[config.mk]
export PLATFORM = sky130hd
export DESIGN_NAME = max7219_ctrl
export DESIGN_NICKNAME = d
export VERILOG_FILES = /design/src/rtl/max7219_ctrl_pkg.sv /design/src/rtl/max7219_rowbuf.sv /design/src/rtl/max7219_ctrl.sv
export SDC_FILE = /design/constraint.sdc
export NUM_CORES = 1
export LEC_CHECK = 0
export ABC_CLOCK_PERIOD_IN_PS = 5300
export BUFFER_PORTS_ARGS = -buffer_cell sky130_fd_sc_hd__buf_2
export CAP_MARGIN = 40
export CORE_UTILIZATION = 25
export CTS_CLUSTER_SIZE = 40
export DETAILED_ROUTE_END_ITERATION = 8
export GPL_ROUTABILITY_DRIVEN = 0
export PLACE_DENSITY_LB_ADDON = 0.08
export SLEW_MARGIN = 5
export SYNTH_ARGS = -nofsm -noshare
export SYNTH_HDL_FRONTEND = slang
export SYNTH_SLANG_ARGS = --single-unit
[constraint.sdc]
create_clock -name sys_clk -period 5.3 [get_ports sys_clk]
set_input_delay 0.265 -clock sys_clk [delete_from_list [all_inputs] [get_ports sys_clk]]
set_output_delay 0.265 -clock sys_clk [all_outputs]
set_load 0.01 [all_outputs]
[src/rtl/max7219_ctrl_pkg.sv]
// max7219_ctrl_pkg: MAX7219 register map, controller states and power-up table.
package max7219_ctrl_pkg;

    localparam logic [7:0] REG_NOOP      = 8'h00;
    localparam logic [7:0] REG_DIGIT0    = 8'h01;
    localparam logic [7:0] REG_DECODE    = 8'h09;
    localparam logic [7:0] REG_INTENSITY = 8'h0A;
    localparam logic [7:0] REG_SCANLIM   = 8'h0B;
    localparam logic [7:0] REG_SHUTDOWN  = 8'h0C;
    localparam logic [7:0] REG_TEST      = 8'h0F;
    localparam int INIT_LEN = 6;

    typedef enum logic [2:0] {INIT_LOAD, IDLE, LOAD, START, WAIT_BUSY, WAIT_DONE} state_t;

    function automatic logic [15:0] init_entry(input logic [2:0] i, input logic [2:0] scan,
                                               input logic [3:0] inten);
        return i == 3'd0 ? {REG_SHUTDOWN, 8'h00} :
               i == 3'd1 ? {REG_TEST, 8'h00} :
               i == 3'd2 ? {REG_DECODE, 8'h00} :
               i == 3'd3 ? {REG_SCANLIM, 5'b0, scan} :
               i == 3'd4 ? {REG_INTENSITY, 4'b0, inten} :
               i == 3'd5 ? {REG_SHUTDOWN, 8'h01} : {REG_NOOP, 8'h00};
    endfunction

endpackage

[src/rtl/max7219_rowbuf.sv]
// max7219_rowbuf: 8x8 frame buffer with per-row dirty bits and lowest-dirty-row encoder.
module max7219_rowbuf (
    input  logic       clk,
    input  logic       rst,
    input  logic       wr_en,
    input  logic [2:0] wr_row,
    input  logic [7:0] wr_data,
    input  logic       clr_en,
    input  logic [2:0] clr_row,
    input  logic       set_all,
    input  logic [2:0] rd_row,
    output logic [7:0] rd_data,
    output logic       any_dirty,
    output logic [2:0] low_row
);
    logic [7:0] mem [8];
    logic [7:0] dirty;

    // A write in the same cycle as a clear keeps the row dirty so the new value is sent.
    always_ff @(posedge clk or posedge rst) begin
        if (rst) begin
            mem   <= '{default: 8'h00};
            dirty <= 8'hFF;
        end else begin
            if (wr_en) mem[wr_row] <= wr_data;
            dirty <= set_all ? 8'hFF :
                     (dirty & ~(clr_en ? 8'b1 << clr_row : 8'h00)) | (wr_en ? 8'b1 << wr_row : 8'h00);
        end
    end

    always_comb begin
        low_row = 3'd0;
        for (int i = 7; i >= 0; i--) low_row = dirty[i] ? 3'(i) : low_row;
    end

    assign rd_data   = mem[rd_row];
    assign any_dirty = |dirty;
endmodule

[src/rtl/max7219_ctrl.sv]
// max7219_ctrl: runs the MAX7219 power-up sequence, then streams changed rows and
// intensity updates to the serial driver as (address, data) pairs.
module max7219_ctrl
    import max7219_ctrl_pkg::*;
#(
    parameter logic [3:0] INIT_INTENSITY = 4'h8,
    parameter logic [2:0] SCAN_LIMIT     = 3'd7,
    parameter logic [7:0] START_TIMEOUT  = 8'd15
) (
    input  logic       sys_clk,
    input  logic       rst,
    input  logic       init_req,
    input  logic       wr_en,
    input  logic [2:0] wr_row,
    input  logic [7:0] wr_data,
    input  logic [3:0] intensity,
    input  logic       intensity_we,
    input  logic       tx_busy,
    output logic       tx_str,
    output logic [7:0] tx_addr,
    output logic [7:0] tx_data,
    output logic       init_done,
    output logic       ready,
    output logic       err
);
    state_t     state, nxt;
    logic [2:0] idx, low_row;
    logic [3:0] int_reg;
    logic [7:0] cnt, rd_data;
    logic       int_pend, init_pend, any_dirty;
    logic       work, cap_int, cap_row, timeout, done, restart, init_more;

    max7219_rowbuf u_rowbuf (
        .clk(sys_clk), .rst(rst), .wr_en(wr_en), .wr_row(wr_row), .wr_data(wr_data),
        .clr_en(cap_row), .clr_row(low_row), .set_all(restart), .rd_row(low_row),
        .rd_data(rd_data), .any_dirty(any_dirty), .low_row(low_row)
    );

    always_ff @(posedge sys_clk or posedge rst) begin
        if (rst) state <= INIT_LOAD;
        else     state <= nxt;
    end

    always_comb begin
        work      = int_pend || any_dirty;
        cap_int   = state == LOAD && int_pend;
        cap_row   = state == LOAD && !int_pend && any_dirty;
        timeout   = state == WAIT_BUSY && !tx_busy && cnt == START_TIMEOUT - 8'd1;
        done      = state == WAIT_DONE && !tx_busy;
        restart   = init_pend && (state == IDLE || done);
        init_more = !init_done && idx != 3'(INIT_LEN - 1);
        nxt       = state;
        case (state)
            INIT_LOAD: nxt = START;
            IDLE:      nxt = restart ? INIT_LOAD : work ? LOAD : IDLE;
            LOAD:      nxt = work ? START : IDLE;
            START:     nxt = WAIT_BUSY;
            WAIT_BUSY: nxt = tx_busy ? WAIT_DONE : timeout ? START : WAIT_BUSY;
            WAIT_DONE: nxt = !tx_busy ? ((restart || init_more) ? INIT_LOAD : IDLE) : WAIT_DONE;
            default:   nxt = INIT_LOAD;
        endcase
    end

    // Intensity written before table entry 4 is captured rides along with the init sequence.
    always_ff @(posedge sys_clk or posedge rst) begin
        if (rst) begin
            idx       <= 3'd0;
            int_reg   <= INIT_INTENSITY;
            int_pend  <= 1'b0;
            init_pend <= 1'b0;
            cnt       <= 8'd0;
            err       <= 1'b0;
            init_done <= 1'b0;
            tx_addr   <= 8'h00;
            tx_data   <= 8'h00;
        end else begin
            int_reg   <= intensity_we ? intensity : int_reg;
            int_pend  <= (intensity_we && !(!init_done && idx < 3'd4)) || (int_pend && !cap_int && !restart);
            init_pend <= init_req || (init_pend && !restart);
            cnt       <= state == START ? 8'd0 : state == WAIT_BUSY ? cnt + 8'd1 : cnt;
            err       <= restart ? 1'b0 : timeout ? 1'b1 : err;
            init_done <= restart ? 1'b0 : (done && !init_done && !init_more) ? 1'b1 : init_done;
            idx       <= restart ? 3'd0 : (done && init_more) ? idx + 3'd1 : idx;
            {tx_addr, tx_data} <= state == INIT_LOAD ? init_entry(idx, SCAN_LIMIT, int_reg) :
                                  cap_int ? {REG_INTENSITY, 4'b0, int_reg} :
                                  cap_row ? {REG_DIGIT0 + {5'b0, low_row}, rd_data} :
                                  {tx_addr, tx_data};
        end
    end

    assign tx_str = state == START;
    assign ready  = init_done && state == IDLE && !work && !init_pend;
endmodule

After elaboration in Yosys (flattened, before gate mapping)
Index checks and enable logic that the tools add are counted.
{"block": "op_classes", "n_lt_le_gt_ge": 4, "div": 0, "addsub": 3, "bitwise": 5, "n_mux": 42, "n_reduce_logical": 42, "multipliers": 0, "n_eq_ne": 12, "n_shift": 2}
{"operator": "12-bit two-way mux", "count": 6}
{"operator": "64-bit bitwise mux", "count": 1}
{"operator": "8-bit two-way mux", "count": 8}
{"operator": "16-bit two-way mux", "count": 3}
{"operator": "3-bit two-way mux", "count": 13}
{"operator": "8-bit binary-select mux with 3-bit select", "count": 1}
{"operator": "8-bit demux with 3-bit select", "count": 1}
{"operator": "1-bit logical AND", "count": 20}
{"operator": "3-bit case mux with 6 select lines", "count": 1}
{"operator": "1-bit by 3-bit << shifter with 8-bit output (first input constant)", "count": 2}
{"operator": "3-bit by 2-bit equality test with 1-bit output (second input constant)", "count": 4}
{"operator": "3-bit equality test (second input constant)", "count": 4}
{"operator": "1-bit zero test", "count": 9}
{"operator": "8-bit by 1-bit adder with 8-bit output (second input constant)", "count": 1}
{"operator": "8-bit bitwise AND", "count": 1}
{"operator": "8-bit by 4-bit equality test with 1-bit output (second input constant)", "count": 1}
{"operator": "4-bit >= comparator (second input constant)", "count": 2}
{"operator": "3-bit inverter with 4-bit output", "count": 2}
{"operator": "8-bit inverter", "count": 1}
{"operator": "8-bit bitwise OR", "count": 1}
{"operator": "2-bit nonzero test", "count": 4}
{"operator": "8-bit OR reduction", "count": 1}
{"operator": "3-bit by 1-bit equality test with 1-bit output (second input constant)", "count": 2}
{"operator": "3-bit zero test", "count": 2}
{"operator": "9 further kinds", "count": 19}
{"block": "totals", "elab_cells": 129, "mem_bits_ro": 0, "n_memories": 0, "reg_bits": 110, "latch_bits": 0, "out_inout_bits": 20, "input_bits": 21, "mem_bits_rw": 0}

Longest topological paths before layout
Gate-level depths: netlist (run 1).
{"block": "logic_depth", "ltp_word": 15, "depth_mapped": 10, "depth_no_buf": 8}

Cells and area by module
A second synthesis (run 1) with hierarchy kept.
{"block": "hier_totals", "hier_cells": 424, "hier_area_um2": 5457.7}
{"module": "max7219_rowbuf", "cells_per_inst": 216, "seq_area_each_um2": 1811.7, "n_inst": 1, "area_per_inst_um2": 3437.0}
{"module": "max7219_ctrl", "cells_per_inst": 208, "seq_area_each_um2": 852.1, "n_inst": 1, "area_per_inst_um2": 2020.7}

Worst setup path before layout (run 1)
Ideal clock, no wire load.
{"block": "synth_timing", "path_kind": "register -> register", "from": "register u_rowbuf.dirty[6]", "to": "register tx_addr[2]", "setup_time_ps": 118, "required_time_ps": 5182, "arrival_ps": 2108, "stages_incl_launch_ff": 11, "path_buffers": 2, "period_less_slack_ps": 2227, "setup_slack_ps": 3073, "path_cell_list": "dfstp_2 > nor2_2 > or3_1 > buf_6 > a21oi_4 > buf_6 > ha_1 > ha_1 > a21oi_1 > a211oi_1 > a21o_1"}
{"block": "synth_between", "elab_chain_cells": 11, "elab_cells_between_ends": 14, "classes_between": "1 x add/sub; 10 x mux; 3 x reduce/logical"}
{"element": "start, declared", "line": "max7219_rowbuf.sv:17", "rtl": "logic [7:0] dirty;"}
{"element": "start signal, assigned", "line": "max7219_rowbuf.sv:26", "rtl": "dirty <= set_all ? 8'hFF :"}
{"element": "3-bit two-way mux (7 in series)", "line": "max7219_rowbuf.sv:33", "rtl": "for (int i = 7; i >= 0; i--) low_row = dirty[i] ? 3'(i) : low_row;"}
{"element": "1-bit by 3-bit adder with 4-bit output", "line": "max7219_ctrl.sv:86", "rtl": "cap_row ? {REG_DIGIT0 + {5'b0, low_row}, rd_data} :"}
{"element": "16-bit two-way mux", "line": "max7219_ctrl.sv:86"}
{"element": "16-bit two-way mux", "line": "max7219_ctrl.sv:85", "rtl": "cap_int ? {REG_INTENSITY, 4'b0, int_reg} :"}
{"element": "16-bit two-way mux", "line": "max7219_ctrl.sv:84", "rtl": "{tx_addr, tx_data} <= state == INIT_LOAD ? init_entry(idx, SCAN_LIMIT, int_reg) :"}
{"element": "end signal, assigned", "line": "max7219_ctrl.sv:84"}
{"element": "end, declared", "line": "max7219_ctrl.sv:20", "rtl": "output logic [7:0] tx_addr,"}
Several ways; a longest one is shown, not always the timed one. The select of a mux whose other input is x is not followed.
A chain may end at the register's enable or synchronous reset.

Final worst setup path (run 1)
{"block": "layout_timing", "from": "register u_rowbuf.dirty[6]", "to": "register tx_data[3]"}
{"block": "layout_between", "elab_chain_cells": 14, "elab_cells_between_ends": 17, "classes_between": "13 x mux; 1 x bitwise; 3 x reduce/logical"}
{"element": "3-bit two-way mux (7 in series)", "line": "max7219_rowbuf.sv:33"}
{"element": "3-bit inverter with 4-bit output (not written as such)", "line": "max7219_rowbuf.sv:36", "rtl": "assign rd_data = mem[rd_row];"}
{"element": "8-bit binary-select mux with 3-bit select", "line": "max7219_rowbuf.sv:36"}
{"element": "8-bit two-way mux (not written as such) (2 in series)", "line": "max7219_rowbuf.sv:36"}
{"element": "16-bit two-way mux", "line": "max7219_ctrl.sv:86"}
{"element": "16-bit two-way mux", "line": "max7219_ctrl.sv:85"}
{"element": "16-bit two-way mux", "line": "max7219_ctrl.sv:84"}
{"element": "end signal, assigned", "line": "max7219_ctrl.sv:84"}
{"element": "end, declared", "line": "max7219_ctrl.sv:21", "rtl": "output logic [7:0] tx_data,"}
Several ways; a longest one is shown, not always the timed one. The select of a mux whose other input is x is not followed.

==> results of run 1 <==
==> cells by family (layout without fill, tap and decap cells) <==
family | Yosys count | after routing | synth area share [%]
other cells | 1 | 4 | 0.0702
buf+inv | 37 | 78 | 3.58
mux | 76 | 76 | 15.9
compound gates | 85 | 85 | 10.7
fa+ha+maj | 13 | 13 | 3.04
flops | 106 | 106 | 49.9
xor+xnor | 1 | 1 | 0.164
simple gates | 195 | 195 | 16.6
==> area by class of cell <==
cell class	instances	area [sq um]	area share, %
Sequential cell	106	2660	43.4
Multi-Input combinational cell	374	2500	40.9
Tap cell	275	344	5.61
Clock inverter	7	71.3	1.16
Timing Repair Buffer	45	255	4.16
Inverter	17	66.3	1.08
Clock buffer	9	225	3.67
==> power by group through the flow <==
stage	clock [mW]	combinational [mW]	sequential [mW]
6_report	0.685	0.777	1.13
5_1_grt	0.747	0.879	1.16
4_1_cts	0.716	0.793	1.14
3_5_place_dp	0	0.788	1.15
3_3_place_gp	0	0.773	1.15
2_1_floorplan	0	0.557	1.11
==> cells in the mapped netlist, types with 2 or more instances <==
master    number  area, sq um
a211o_1        6         52.6
a211oi_1       4         30.0
a21o_1         3         22.5
a21oi_1       15         75.1
a311oi_1       2         17.5
a31oi_1        5         31.3
and2_1         2         12.5
and3_1         6         37.5
buf_4          5         37.5
buf_6          3         33.8
clkbuf_1       9         33.8
clkinv_1       3         11.3
dfrtp_1       97         2430
dfstp_2        9          236
ha_1          13          163
inv_1         14         52.6
mux2_2        63          709
mux2i_1       12          120
nand2_1      105          394
nand2b_1       5         31.3
nand3_1       21          105
nand3b_1       2         15.0
nand4_1        2         12.5
nor2_1        24         90.1
nor2b_1        3         18.8
nor3_1         7         35.0
nor3_2         3         30.0
nor4_1         4         25.0
o211ai_1       8         60.1
o21ai_0       22          110
o221ai_1       2         17.5
o31ai_1        3         22.5
or2_2          3         18.8
==> metal layers <==
layer / up-vias / global-route usage [%]
li1: 1880 / -
met1: 1917 / 20.1
met2: 69 / 22.0
met3: 16 / 3.22
met4: 0 / 4.33
met5: - / 0
==> worst max path at each step <==
stage	start	endpoint	slack [ns]
5_1_grt	u_rowbuf.dirty[6]	tx_data[3]	2.06
4_1_cts	u_rowbuf.dirty[6]	tx_data[3]	2.32
3_3_place_gp	u_rowbuf.dirty[6]	tx_data[3]	2.13
2_1_floorplan	rst	cnt[0]	2.26
6_report	u_rowbuf.dirty[6]	tx_data[3]	2.38
3_5_place_dp	u_rowbuf.dirty[7]	tx_data[3]	2.32
==> stage by stage <==
| stage | power (mW) | instance area (sq um) | cells | utilization (%) |
|---|---|---|---|---|
| after floorplan | 1.66 | 5350 | 517 | - |
| after global placement | 1.93 | 5800 | 814 | 27.7 |
| after detailed placement | 1.94 | 5830 | 817 | 27.8 |
| after CTS | 2.64 | 6130 | 833 | 29.3 |
| after global routing | 2.79 | 6130 | 833 | 29.3 |
| final | 2.60 | 6130 | 833 | 29.3 |
==> cell usage in the layout, fill, tap and decap left out, drive strengths merged, types with 5 or more instances in the layout <==
master | Yosys | routed
dfstp | 9 | 9
nor2 | 25 | 25
o211ai | 8 | 8
nand2b | 5 | 5
o21ai | 24 | 24
nor3 | 10 | 10
dfrtp | 97 | 97
nand3 | 21 | 21
mux2 | 63 | 63
buf | 10 | 45
clkinv | 3 | 5
nand2 | 105 | 105
clkbuf | 10 | 9
a211o | 6 | 6
and3 | 6 | 6
mux2i | 12 | 12
a31oi | 5 | 5
a21oi | 17 | 17
inv | 14 | 18
ha | 13 | 13
==> worst max-delay path: stages (launching register included) <==
cell	delay (ns)
dfstp_2	0.56
nor2_2	0.06
or3_1	0.54
a21oi_4	0.55
buf_8	0.24
clkinv_1	0.29
o311ai_0	0.42
a31oi_1	0.13
==> flow_summary.ini, run 1 <==
[critical_path]
rrSetupSlack_ns = 2.38
timing.rr.end = tx_data[3]
path_class = register to register
worst_ep_arrival_time_ns = 3.15
cp_max_fo = 13
reg2reg_depth = 7
crit_path_end_kind = register
start_kind = register
r2r-start = u_rowbuf.dirty[6]
required_ns = 5.53

[clock_tree]
clk_pin_slew_worst_paths_ns = 0.08
cts_hold_buf = 0
numCtsBuffers = 9
insertion_delay_ns = 0.36
cts.sinks = 106
cts_setup_buffers = 0
post_cts_resized = 0
cts_tree = built
htree_num_levels = 3
root_buffer = clkbuf_16
cts.path.max_buffers = 2

[logic_synthesis]
syn_area_per_cell_sq_um = 10.4
synth_edf_count = 0
synth_cell_types = 62
synth_area_sq_um = 5340
ys.flop_type = dfrtp_1
ys_seq_area_share_pct = 49.9
ys_ff_latch = 106
ys_warn_count = 0
synthArstFlopShare_pct = 100
syn_inst = 514

[timing]
worst_slack_ns = 2.38
fmax_ghz = 0.343
hold_violations = 0
rsz0062_at_grt = false
setup_viol = 0
setup_tns_ns = 0
worst_slew_pin_slew_ns = 0.743
finalCritPeriodShare_pct = 55.0
holdWs_ns = 0.0157
relSlewSlack_pct = 50.5
slew_violations = 0
fin_crit_ns = 2.92
skew_ns = 0.0110

[global_routing]
grt_util_all_layers_pct = 14.4
grt_pass1_wl_mm = 23.6
grt_max_degree = 57
antenna_found_initial = 0
grt-ovfl-total = 0
grt_pass1_vias = 3984

[floorplanning]
initial_core_util_pct = 25.5
die_x_um = 148
core_sq_um = 21000
placementRows = 53
die-area_sq_um = 22000
chipHeight_um = 148
io_pins = 41

[routing]
ant_nets = 0
wl_met3_um = 553
via_per_inst = 4.66
wl_met1_mm = 7.27
routed-wl-met2_mm = 6.63
vias = 3882
drt-initial-drc-count = 211
top_layer = met4
dr.pass1.iters = 6
wl_mm = 14.6
routedWlPerCell_um = 17.6
drc = 0

[power]
clkPwrFrac_pct = 26.4
vdd_drop_max_mv = 0.145
power_switching_mw = 0.942
p_sw_share_pct = 36.3
internal_power_mw = 1.65
comb_power_share_pct = 29.9
leakagePower_nw = 2.66
powerDensity_nw_per_um2 = 423
sequentialPowerShare_pct = 43.7

[worst_hold_path]
hold_class = input port to asynchronous set/reset pin

[layout]
regMostFlops = u_rowbuf.mem
fin_nets = 587
largest_register_ffs = 64
n_fill_cell = 2218
diodes = 0
area_growth_pct = 14.8
final_layout_size_suffix_gt1_share_pct = 27.1

[place]
post-place-ws_ns = 2.32
io_buffers = 36
dp_hpwl_mm = 10.0

[flow_run]
drv_cap = 0

[run_status]
status = completed
No activity file was read; power rests on OpenSTA's default activity.
==> run 2: changes to the inputs <==
--- a/config.mk
+++ b/config.mk
@@ -5,7 +5,7 @@
 export SDC_FILE = /design/constraint.sdc
 export NUM_CORES = 1
 export LEC_CHECK = 0
-export ABC_CLOCK_PERIOD_IN_PS = 5300
+export ABC_CLOCK_PERIOD_IN_PS = 2500
 export BUFFER_PORTS_ARGS = -buffer_cell sky130_fd_sc_hd__buf_2
 export CAP_MARGIN = 40
 export CORE_UTILIZATION = 25
==> constraint.sdc (replaced) <==
create_clock -name sys_clk -period 2.5 [get_ports sys_clk]
set_input_delay 0.125 -clock sys_clk [delete_from_list [all_inputs] [get_ports sys_clk]]
set_output_delay 0.125 -clock sys_clk [all_outputs]
set_load 0.01 [all_outputs]
==> run 2 against run 1 <==
Against the previous run: sequential power grew 110%; clock power grew 110%; sequential share of layout area shrank 1.1 points; first-iteration DRC count shrank 13%; utilization grew 0.78 points; fmax grew 27%; total power grew 110%; non-clock buffer count grew 19; worst setup slack lost 2.2 ns; die area is the same; design area grew 2.7%; global-route usage grew 0.21 points; critical endpoint is now tx_data[5]; largest cell class unchanged.
==> flow_summary.ini, run 2 (synthesized netlist as in run 1, its figures left out) <==
[run_status]
status = completed

[power]
comb_power_share_pct = 30.9
total_power_mw = 5.54
vdd_drop_max_mv = 0.298
internal_power_mw = 3.56
power_switching_mw = 1.99
p_sw_share_pct = 35.8
powerDensity_nw_per_um2 = 880
sequentialPowerShare_pct = 43.6
leakagePower_nw = 2.74
clkPwrFrac_pct = 25.5

[layout]
final_layout_size_suffix_gt1_share_pct = 28.6
area_growth_pct = 17.8
regMostFlops = u_rowbuf.mem
final_cell_mix = 105 x nand2_1, 97 x dfrtp_1, 63 x mux2_2, 36 x buf_2, 24 x nor2_1
fin_nets = 606
final_common_cell = nand2_1
largest_register_ffs = 64
diodes = 0

[routing]
routedWlPerCell_um = 17.6
dr.pass1.iters = 4
drt-initial-drc-count = 183
wl_mm = 15.0
via_per_inst = 4.63
vias = 3947
drc = 0
ant_nets = 0

[clock_tree]
cts_hold_buf = 4
cts_setup_buffers = 0
clk_pin_slew_worst_paths_ns = 0.08
htree_num_levels = 3
cts_tree = built
numCtsBuffers = 9
root_buffer = clkbuf_16
cts.path.max_buffers = 2
cts.sinks = 106
insertion_delay_ns = 0.36
post_cts_resized = 0

[critical_path]
worst_ep_arrival_time_ns = 2.53
cp_max_fo = 15
required_ns = 2.73
start_kind = register
crit_path_end_kind = register
path_class = register to register

[timing]
skew_ns = 0.0144
setup_viol = 0
worst_slew_pin_slew_ns = 0.735
slew_violations = 0
hold_violations = 0
holdWs_ns = 0.0116
fin_crit_ns = 2.29
fmax_ghz = 0.436
finalCritPeriodShare_pct = 91.7
setup_tns_ns = 0
relSlewSlack_pct = 50.9
rsz0062_at_grt = false

[floorplanning]
placementRows = 53
core_sq_um = 21000
die_x_um = 148
die-area_sq_um = 22000
io_pins = 41
chipHeight_um = 148
initial_core_util_pct = 25.5

[place]
dp_hpwl_mm = 10.6
io_buffers = 36

[global_routing]
grtUsageMet3_pct = 2.91
grt_use_met1_pct = 20.6
grt_max_degree = 39
grt-ovfl-total = 0
grt_pass1_wl_mm = 24.0
grt_busiest_layer = met2
antenna_found_initial = 0
grt_util_all_layers_pct = 14.6
grt_pass1_vias = 4055
grtUsageMet2_pct = 22.8

[flow_run]
drv_cap = 0

[worst_hold_path]
hold_class = input port to register
-- run 2: cell types whose count changed in the layout (fill, tap and decap cells not counted), sizes merged --
cell / delta
clkinvlp: +2
inv: -2
clkinv: -1
dlygate4sd3: +4
clkbuf: +1
buf: +15
-- run 2: critical path, cell delays in order, from the launching register on --
cell and delay, ns:
dfstp_2 0.56, nor2_2 0.06, or3_1 0.37, a21oi_4 0.24, buf_4 0.30, mux2_2 0.37
o211ai_1 0.17, o211ai_1 0.11
-- run 2: metal layers --
| metal | share of wire [%] | vias to the layer above |
|---|---|---|
| li1 | - | 1925 |
| met1 | 51 | 1955 |
| met2 | 45 | 60 |
| met3 | 3.3 | 7 |
| met4 | 0.83 | 0 |
| met5 | 0 | - |
-- run 2: metrics by stage --
stage / instance area (sq um) / worst slack [ns] / utilization [%] / cells
2_1_floorplan: 5360 / 0.273 / - / 517
3_3_place_gp: 5970 / 0.235 / 28.5 / 832
3_5_place_dp: 5970 / 0.203 / 28.5 / 832
4_1_cts: 6290 / 0.204 / 30.0 / 852
5_1_grt: 6290 / 0.0899 / 30.0 / 852
6_report: 6290 / 0.209 / 30.0 / 852
-- run 2: worst paths after layout --
| kind | from | endpoint | slack (ns) | cells past startpoint |
|---|---|---|---|---|
| max reg2reg | u_rowbuf.dirty[6] | tx_data[5] | 0.21 | 7 |
| min reg2reg | u_rowbuf.mem[34] | u_rowbuf.mem[34] | 0.48 | 2 |
| min | intensity[1] | int_reg[1] | 0.01 | 2 |
| min in group asynchronous | rst | u_rowbuf.mem[19] | 0.44 | 3 |
| max | u_rowbuf.dirty[6] | tx_data[5] | 0.21 | 7 |
| max in group asynchronous | rst | int_reg[3] | 1.35 | 4 |
-- run 2: cell type report --
class / instances / area (sq um)
clock inverters: 6 / 60.1
flip-flops and latches: 106 / 2660
clock buffers: 10 / 229
well taps: 275 / 344
multi-input cells: 374 / 2500
inverters: 17 / 67.6
fillers: 2230 / 14700
repair buffers: 64 / 425
-- run 2: power groups by stage --
| stage | Sequential [mW] | Combinational (mW) | Clock, mW |
|---|---|---|---|
| after floorplan | 2.35 | 1.18 | 0 |
| after global placement | 2.45 | 1.71 | 0 |
| after detailed placement | 2.45 | 1.73 | 0 |
| after CTS | 2.42 | 1.74 | 1.47 |
| after global routing | 2.47 | 1.93 | 1.54 |
| final | 2.42 | 1.71 | 1.41 |
